<file path="src/rtl/lfsr_5bit.sv">
// rtl/lfsr_5bit.sv - free-running 5-bit maximal-length Fibonacci LFSR (x^5 + x^3 + 1)
module lfsr_5bit #(
  parameter logic [4:0] SEED = 5'b00001
) (
  input  logic       sys_clk,
  input  logic       sys_rst_n,
  output logic [4:0] Q
);

  // Next-state net; the name is kept stable so benches can probe it hierarchically.
  logic [4:0] Q_next;
  logic       fb;

  // Next state: shift left with tap feedback; all-zero lock-up recovers to SEED.
  always_comb begin
    fb     = Q[4] ^ Q[2];
    Q_next = {Q[3:0], fb};
    if (Q == 5'b00000) begin
      Q_next = SEED;
    end
  end

  // State register: synchronous active-low reset loads SEED, otherwise advance.
  always_ff @(posedge sys_clk) begin
    if (!sys_rst_n) begin
      Q <= SEED;
    end else begin
      Q <= Q_next;
    end
  end

endmodule

</file>
<file path="config.mk">
export PLATFORM = sky130hd
export DESIGN_NAME = lfsr_5bit
export DESIGN_NICKNAME = d
export VERILOG_FILES = /design/src/rtl/lfsr_5bit.sv
export SDC_FILE = /design/constraint.sdc
export NUM_CORES = 1
export LEC_CHECK = 0
export CAP_MARGIN = 30
export CORE_AREA = 8 8 45 47
export CTS_CLUSTER_DIAMETER = 150
export CTS_CLUSTER_SIZE = 25
export DETAILED_ROUTE_END_ITERATION = 10
export DIE_AREA = 0 0 53 55
export GPL_TIMING_DRIVEN = 0
export PLACE_DENSITY = 0.38
export SYNTH_ARGS = -nofsm -noshare
export SYNTH_HDL_FRONTEND = slang
export SYNTH_SLANG_ARGS = --single-unit
export TNS_END_PERCENT = 50
</file>
<file path="constraint.sdc">
create_clock -name sys_clk -period 1.1 [get_ports sys_clk]
set_clock_uncertainty 0.2 [all_clocks]
set_input_delay 0.11 -clock sys_clk [delete_from_list [all_inputs] [get_ports sys_clk]]
set_output_delay 0.11 -clock sys_clk [all_outputs]
set_load 0.01 [all_outputs]
</file>
Word level (Yosys, flattened, before mapping)
Cells that the tools add are included.
{"block": "classes", "bitwise_logic": 2, "n_reduce_logical": 2}
{"cell": "zero test 5 bit", "count": 1}
{"cell": "OR reduction 2 bit", "count": 1}
{"cell": "inverter 1 bit", "count": 1}
{"cell": "XOR 1 bit", "count": 1}
{"block": "totals", "regBits": 5, "in_bits": 2, "wordCells": 5}

Logic depth before layout (Yosys ltp)
{"block": "depth", "word_depth": 2, "depth_mapped": 2, "mapped_depth_nobuf": 2}

Least setup slack after synthesis
Ideal clock, no wire load.
{"block": "synth_timing", "kind": "reg2reg", "startpoint": "register Q[2]", "endpoint": "register Q[0]", "setup_time_ps": 62, "arrival_ps": 929, "setup_slack_ps": -91, "stages_incl_launch_ff": 3, "path_buffers": 0, "period_less_slack_ps": 1191, "cell_sequence": "dfxtp_1 > or4_1 > nand3_1"}
{"block": "synth_via", "elab_chain_len": 2}
{"element": "from (decl)", "line": "7", "text": "output logic [4:0] Q"}
{"element": "from (signal assigned)", "line": "28", "text": "Q <= Q_next;"}
{"element": "zero test 5 bit", "line": "18", "text": "if (Q == 5'b00000) begin"}
{"element": "OR reduction 2 bit (no line)"}
Several ways; a longest one is shown, not always the timed one.
A chain may end at the register's enable or synchronous reset.

Final worst setup path
{"block": "layout_timing", "startpoint": "register Q[1]", "endpoint": "register Q[0]"}
{"block": "layout_via", "elab_chain_len": 2}
{"element": "zero test 5 bit", "line": "18"}
{"element": "OR reduction 2 bit (no line)"}
No other way between the ends.

==> tab_implementation.tex <==
\begin{tabular}{lr}
\hline
Metric & Value \\
\hline
\multicolumn{2}{l}{\textbf{Placement}} \\
GPL Wtd Cong & 0.582 \\
Count of input and output buffers & 6 \\
Placement-stage worst setup slack & -93.4 ps \\
Instance count after placement with tap cells included & 34 \\
\multicolumn{2}{l}{\textbf{Pwr}} \\
Power per Cell Area & 1850 nW/um2 \\
Peak supply drop & between 0.3 and 0.4 mV \\
Cell leakage power & 0.108 nW \\
\multicolumn{2}{l}{\textbf{STA}} \\
Hold violation total from the final report & 0 \\
Worst-case headroom to the max-slew limit & about 91\% \\
Final setup margin & -52.3 ps \\
Post-route clock period utilization & 105\% \\
Final Max Slew Viols & 0 \\
Minimum clock period after layout & 1150 ps \\
Transition time of the tightest slew-check pin & around 140 ps \\
Unrepaired setup endpoints after global routing & yes \\
Count of endpoints failing setup in the final report & 1 \\
Maximum clock frequency & 868 MHz \\
Worst slack on hold paths & 273 ps \\
\multicolumn{2}{l}{\textbf{Global routing}} \\
Highest-utilization routing layer at the global route stage & met4 \\
Grt met1 use & under 10\% \\
Met2 Use GR & 2.93\% \\
Met3 Use GR & just under 3\% \\
First-pass GRT wire length & slightly above 500 um \\
Number of antenna violations at the first check in global routing & 0 \\
Global-route total usage across every layer & about 3\% \\
Residual overflow from global routing & 0 \\
Vias in the first global route & about 120 \\
Pin count of the biggest net entering global routing & 6 \\
\multicolumn{2}{l}{\textbf{Worst setup path}} \\
Startpoint types & register \\
Critical R2R Launch & Q[1] \\
Critical Path End Type & register \\
Arr. time, crit path & roughly 1100 ps \\
Maximum fanout along the worst path & 2 \\
Worst r2r dst & Q[0] \\
Required time reported for the critical path endpoint & $\sim$1100 ps \\
Path type of the worst setup path & register to register \\
Worst R2R Path Depth & 2 \\
Flop-to-flop setup slack & -50 ps \\
\multicolumn{2}{l}{\textbf{Clock network}} \\
Clock latency of the later-clocked register in the worst-skew pair & 240 ps \\
Maximum root-to-sink buffer count & 2 \\
Clock tree from TritonCTS & yes \\
Total CTS buffers & 3 \\
Hold-fix buffers, CTS & 0 \\
Clock-pin transition on the worst setup and hold timing paths & 40 ps \\
Maximum level of the CTS H-tree & 1 \\
\# clock sinks & 5 \\
Clock root buffer & sky130\_fd\_sc\_hd\_\_clkbuf\_4 \\
\multicolumn{2}{l}{\textbf{Synthesis}} \\
Ranking of synthesized cells by area & sky130\_fd\_sc\_hd\_\_dfxtp\_1, sky130\_fd\_sc\_hd\_\_and2\_1, sky130\_fd\_sc\_hd\_\_xnor2\_1 \\
Basic-gate share of the synthesized area counting and, or, nand and nor cells & 26.3\% \\
Xor and xnor area share after synthesis & roughly 6\% \\
Share of cell area taken by muxes after synthesis & 0\% \\
Adder-cell share of the synthesized area & 0\% \\
Share of the synthesized area in the top cell type & 67.8\% \\
Cell taking the most area after synthesis & sky130\_fd\_sc\_hd\_\_dfxtp\_1 \\
Synth Register Bits & 5 \\
Mean Syn Cell Area & 12.3 um2 \\
Count of yosys warnings during synthesis & 0 \\
Distinct cells, synth & 6 \\
Number of standard cells after synthesis & 12 \\
Post-synthesis instance area & 148 um2 \\
Largest family of logic cells by synthesized area & simple AND/OR/NAND/NOR gates \\
Net count after synthesis & 14 \\
Compound-Gate Fraction of Synth Area & 0\% \\
Fraction of the yosys area taken by sequential cells & 67.8\% \\
\multicolumn{2}{l}{\textbf{Layout}} \\
Largest registers in the final layout & Q: 5 flops \\
Number of diodes added for antenna fixing & 0 \\
Top library cells by usage in the layout, fill and taps aside & sky130\_fd\_sc\_hd\_\_dfxtp\_2, sky130\_fd\_sc\_hd\_\_and2\_1, sky130\_fd\_sc\_hd\_\_clkbuf\_4 \\
Final instance count without filler cells & 39 \\
Number of flip-flops in the largest register & 5 \\
Layout cell share with drive strength beyond 1 & between 50 and 60\% \\
Largest reg by FF count & Q \\
Filler Cells Inserted & roughly 170 \\
Total Nets Final & 26 \\
Area growth from synthesis to final layout & 66.9\% \\
\multicolumn{2}{l}{\textbf{Floorplan}} \\
Die span in y & 55 um \\
Count of pins on the block boundary & 7 \\
Floorplan Core Area & around 1400 um2 \\
Row count & 14 \\
Total die area & 2920 um2 \\
Floorplan die width & 53 um \\
Initial core utilization & between 10\% and 20\% \\
\multicolumn{2}{l}{\textbf{Drt}} \\
DRC violations left & 0 \\
Routed Antenna Nets & 0 \\
Vias per cell & 3.10 \\
Initial DRC count & 0 \\
WL final & 373 um \\
First drt pass iteration count & 1 \\
Routed length per instance & 9.56 um \\
Vias & 121 \\
\multicolumn{2}{l}{\textbf{Status}} \\
Run status & complete, but fails checks \\
Failing checks & negative setup slack \\
\multicolumn{2}{l}{\textbf{Min path}} \\
Worst hold start & sys\_rst\_n \\
Path category of the worst min-delay check & primary input to register \\
Worst hold endpoint & Q[0] \\
Worst hold path depth & 2 \\
\multicolumn{2}{l}{\textbf{Flow run}} \\
Max-cap check violation count & 0 \\
\hline
\end{tabular}
## critical path, stage by stage, from the launching register on
cell and delay, ps:
sky130_fd_sc_hd__dfxtp_2 310, sky130_fd_sc_hd__or4_1 510, sky130_fd_sc_hd__nand3_1 80
## layout make-up
type,instances,area [um2],share of cell area [%]
clock buffer,4,26.3,10.7
tap,16,20.0,8.12
timing repair buffer,7,48.8,19.8
multi-input combinational,7,47.5,19.3
sequential,5,104,42.1
## per-stage QoR
stage | instance area (um2) | util, % | TNS (ps) | total power, mW
after global placement | 230 | 16.6 | -457 | 0.255
after floorplan | 150 | - | -51.6 | 0.223
after detailed placement | 230 | 16.6 | -453 | 0.255
final | 246 | 17.8 | -52.3 | 0.455
after global routing | 246 | 17.8 | -101 | 0.489
after CTS | 240 | 17.4 | -188 | 0.464
## repair_timing
action | in CTS | in global routing
endpoints found under the hold margin | 0 | 0
cloned | 0 | 0
gates resized for setup | 15 | 5
buffers inserted | 0 | 1
endpoints found under the setup margin | 6 | 3
pin swaps | 0 | 1
## cells in the mapped netlist
cell type / n
sky130_fd_sc_hd__dfxtp_1: 5
sky130_fd_sc_hd__or4_1: 1
sky130_fd_sc_hd__nand3_1: 1
sky130_fd_sc_hd__and2_2: 1
sky130_fd_sc_hd__xnor2_1: 1
sky130_fd_sc_hd__and2_1: 3
## per-layer routing
layer | vias up | part of all wire [%] | routed length [um]
li1 | 60 | - | -
met1 | 55 | 39 | 144
met2 | 6 | 42 | 156
met3 | 0 | 19 | 72
met4 | 0 | 0 | 0
met5 | - | 0 | 0
## power breakdown
part	total, mW	internal [mW]	switching [mW]
combinational	0.0450	0.0268	0.0182
clock	0.206	0.137	0.0693
sequential	0.204	0.196	0.00808
total	0.455	0.360	0.0956
## worst max-delay path by stage
stage               from    to  cells after the start
detailed placement  Q[2]  Q[2]                      1
floorplan           Q[0]  Q[0]                      2
global route        Q[1]  Q[0]                      2
CTS                 Q[0]  Q[0]                      2
global placement    Q[2]  Q[2]                      1
finish              Q[1]  Q[0]                      2
## logic make-up after synthesis
kind of cell  after synthesis
simple gates                6
xor+xnor                    1
flops                       5
Power figures use the tool's default switching activity.
==> RTL edit: new RTL, same flow settings <==
Reset style: asynchronous (`sys_rst_n`), changed in one clocked block. Comments in the files are not updated.
--- a/src/rtl/lfsr_5bit.sv
+++ b/src/rtl/lfsr_5bit.sv
@@ -23,3 +23,3 @@
   // State register: synchronous active-low reset loads SEED, otherwise advance.
-  always_ff @(posedge sys_clk) begin
+  always_ff @(posedge sys_clk or negedge sys_rst_n) begin
     if (!sys_rst_n) begin
Formal check against the unedited RTL: differs if sys_rst_n is asserted again (counterexample within 4 cycles, from zero or initial values and one cycle with sys_rst_n low); with sys_rst_n held inactive, the same outputs for 10 cycles.
==> RTL edit against the unedited design <==
Setup slack worse by 34 ps; area after synthesis is 7.6% higher; cell area is 18% higher; critical path type is now flip-flop to primary output; global-route usage rose by 0.89 points; the run ends with hold timing, setup timing left; wire length increased by 9.9%; sequential cell count is the same.
Power is not compared: it rests on default switching activity, and its combinational part moved more than twofold at a synthesized area within 25%.
==> RTL edit: results (changes against the unedited design) <==
* Number of diodes: 0 (unchanged)
- VDD sags by at most 305.0 uV.
- Kind of cell adding the most delay to the critical path: flip-flops
- Tracing the worst setup path back leads to its startpoint at Q[0]$_DFF_PN1_.
- The hold violation total from the final report is 4 (+4).
* Register-to-Register Path Depth: 2 (unchanged)
- The number of buffers between clock root and the deepest sink came to 2 (unchanged).
* Share of cells above drive strength 1: 58.33% (+1.8 points)
- The number of slew-limit violations in the final report came to 0 (unchanged).
- The total vias in the final route is 131 (+8.3%).
- The count of flip-flops with a built-in enable after synthesis came to 0 (unchanged).
- Post-synthesis compound-gate area fraction: 5.512% (+5.5 points)
- The routability-driven placement congestion ratio is 0.5872 (+0.89%).
* Mapped Nets: 13 (-1)
- Finish-stage setup viols: 3 (+2)
- The number of flip-flops under the largest register name came to 5 (unchanged).
- CTS clock-pin slew for the worst setup and hold paths: 40 ps (about the same)
- The final net count came to 27 (+3.8%).
- The yosys synthesis warning count is 0 (unchanged).
- The most used flip-flop cell after synthesis is dfrtp_1.
* Unique cell type count in the Yosys netlist: 5 (-1)
- Number of buffers added by the clock tree synthesis step: 3 (unchanged)
- Slew @ Worst Pin: 236.1 ps (+100.3 ps)
- End point of the critical path: Q[0]
- For this design the static power due to leakage is ~0.14 nW.
- Worst Hold Class: primary input to async pin
* Maximum net fanout on the critical path: 2 (unchanged)
- Top cells by count, synth: clkbuf_1, dfrtp_1, dfstp_2, o41ai_1, xnor2_1
- The checks that failed: hold timing, setup timing.
* Number of global-route vias before repair: 154 (+25%)
- Maximum number of pins on one net before global-route repair: 6 (unchanged)
* Later-pin clock latency in the skew report: 240 ps (about the same)
* Post-detailed-route DRC marker count: 0 (unchanged)
* Arithmetic-cell share of the synthesized area counting full adders, half adders and majority gates: 0% (unchanged)
- Among all stages on the critical path, the largest delay is contributed by dfstp_2.
* Synth top area share: 62.99% (-4.8 points)
- Outcome: finished, violations left
* Depth of the CTS H-tree: 1 (unchanged)
- The final-layout fill cell count is 157 (-5.4%).
- Worst Slack Setup Final: -86.17 ps (-33.85 ps)
- Worst R2R End: Q[0]$_DFF_PN1_
- Async set-reset flop share out of synthesis: 100.0% (+100 points)
- The worst hold slack across all endpoints was -107.8 ps (-380.3 ps).
* Sequential cell area fraction in the yosys report: 79.53% (+12 points)
* Pre-CTS WS: -273.6 ps (-180.2 ps)
* Cell types occupying the most area after synthesis: dfrtp_1, dfstp_2, clkbuf_1
- First-pass GRT wire length: 710 um (+41%)
- The critical path's largest stage delay came to 540 ps (+30 ps).
- Antenna viol nets, final: 0 (unchanged)
- The wire length reported by the detailed router was 410 um (+9.9%).
* GRT Resource Usage Total: 3.893% (+0.89 points)
- Synth Area in XOR/XNOR: 5.512% (-0.42 points)
* Initial DRT Pass Iterations: 2 (+1)
- First-iteration detailed-routing DRC count: 1 (+1)
- The cell area reported after detailed placement came to 239.0 um2 (+3.8%).
- Internal reg-to-reg setup slack: 0 ps (+50 ps)
- The number of antenna violations at the first check in global routing was 0 (unchanged).
- The number of input and output port buffers inserted came to 6 (unchanged).
==> RTL edit: through the flow <==
step                hold slack (ps)  std cells  setup TNS, ps
global placement              147.4         33         -749.6
floorplan                    -385.6         11              0
finish                       -107.8         40         -93.98
CTS                          -106.9         40         -105.8
detailed placement            151.6         33         -791.0
global route                 -86.13         40         -237.2
==> RTL edit: cells by family (layout without fill, tap and decap cells) <==
logic type                count (synthesis)  after routing
AOI/OAI and AO/OA                         1              1
xor gates and xnor gates                  1              1
buffers and inverters                     4             17
DFF                                       5              5
==> RTL edit: area by class of cell <==
cell class                      instances  area, um2  area share [%]
Buffer                                  4      15.01           5.172
Clock buffer                            4      26.28           9.052
Multi-Input combinational cell          2      32.53           11.21
Sequential cell                         5      126.4           43.53
Tap cell                               16      20.02           6.897
Timing Repair Buffer                    9      70.07           24.14
==> RTL edit: report_power, final <==
part           leakage, nW  internal (mW)  switching, mW
clock network       0.0150          0.137         0.0764
logic               0.0590        0.00316        0.00346
registers           0.0624          0.185              0
==> RTL edit: repair_timing <==
item                                    4_1_cts  5_1_grt
setup buffers                                 3        0
pin swaps                                     1        0
gates cloned                                  0        0
hold endpoints to repair                      4        4
resized for setup                            23        1
endpoints found under the setup margin        5        5
==> RTL edit: worst min path at each step <==
stage,end,slack [ps],cells past startpoint
finish,Q[1]$_DFF_PN0_,-110,1
global route,Q[1]$_DFF_PN0_,-90,1
CTS,Q[1]$_DFF_PN0_,-110,1
detailed placement,Q[2]$_DFF_PN0_,150,1
global placement,Q[4]$_DFF_PN0_,150,1
floorplan,Q[1]$_DFF_PN0_,-390,0
==> RTL edit: layer usage <==
metal / up-vias / wire, um / track usage, %
met5: - / 0 / 0
met4: 0 / 16 / 6.466
met3: 2 / 66 / 2.674
met2: 9 / 161 / 5.078
met1: 61 / 166 / 3.067
li1: 59 / - / -
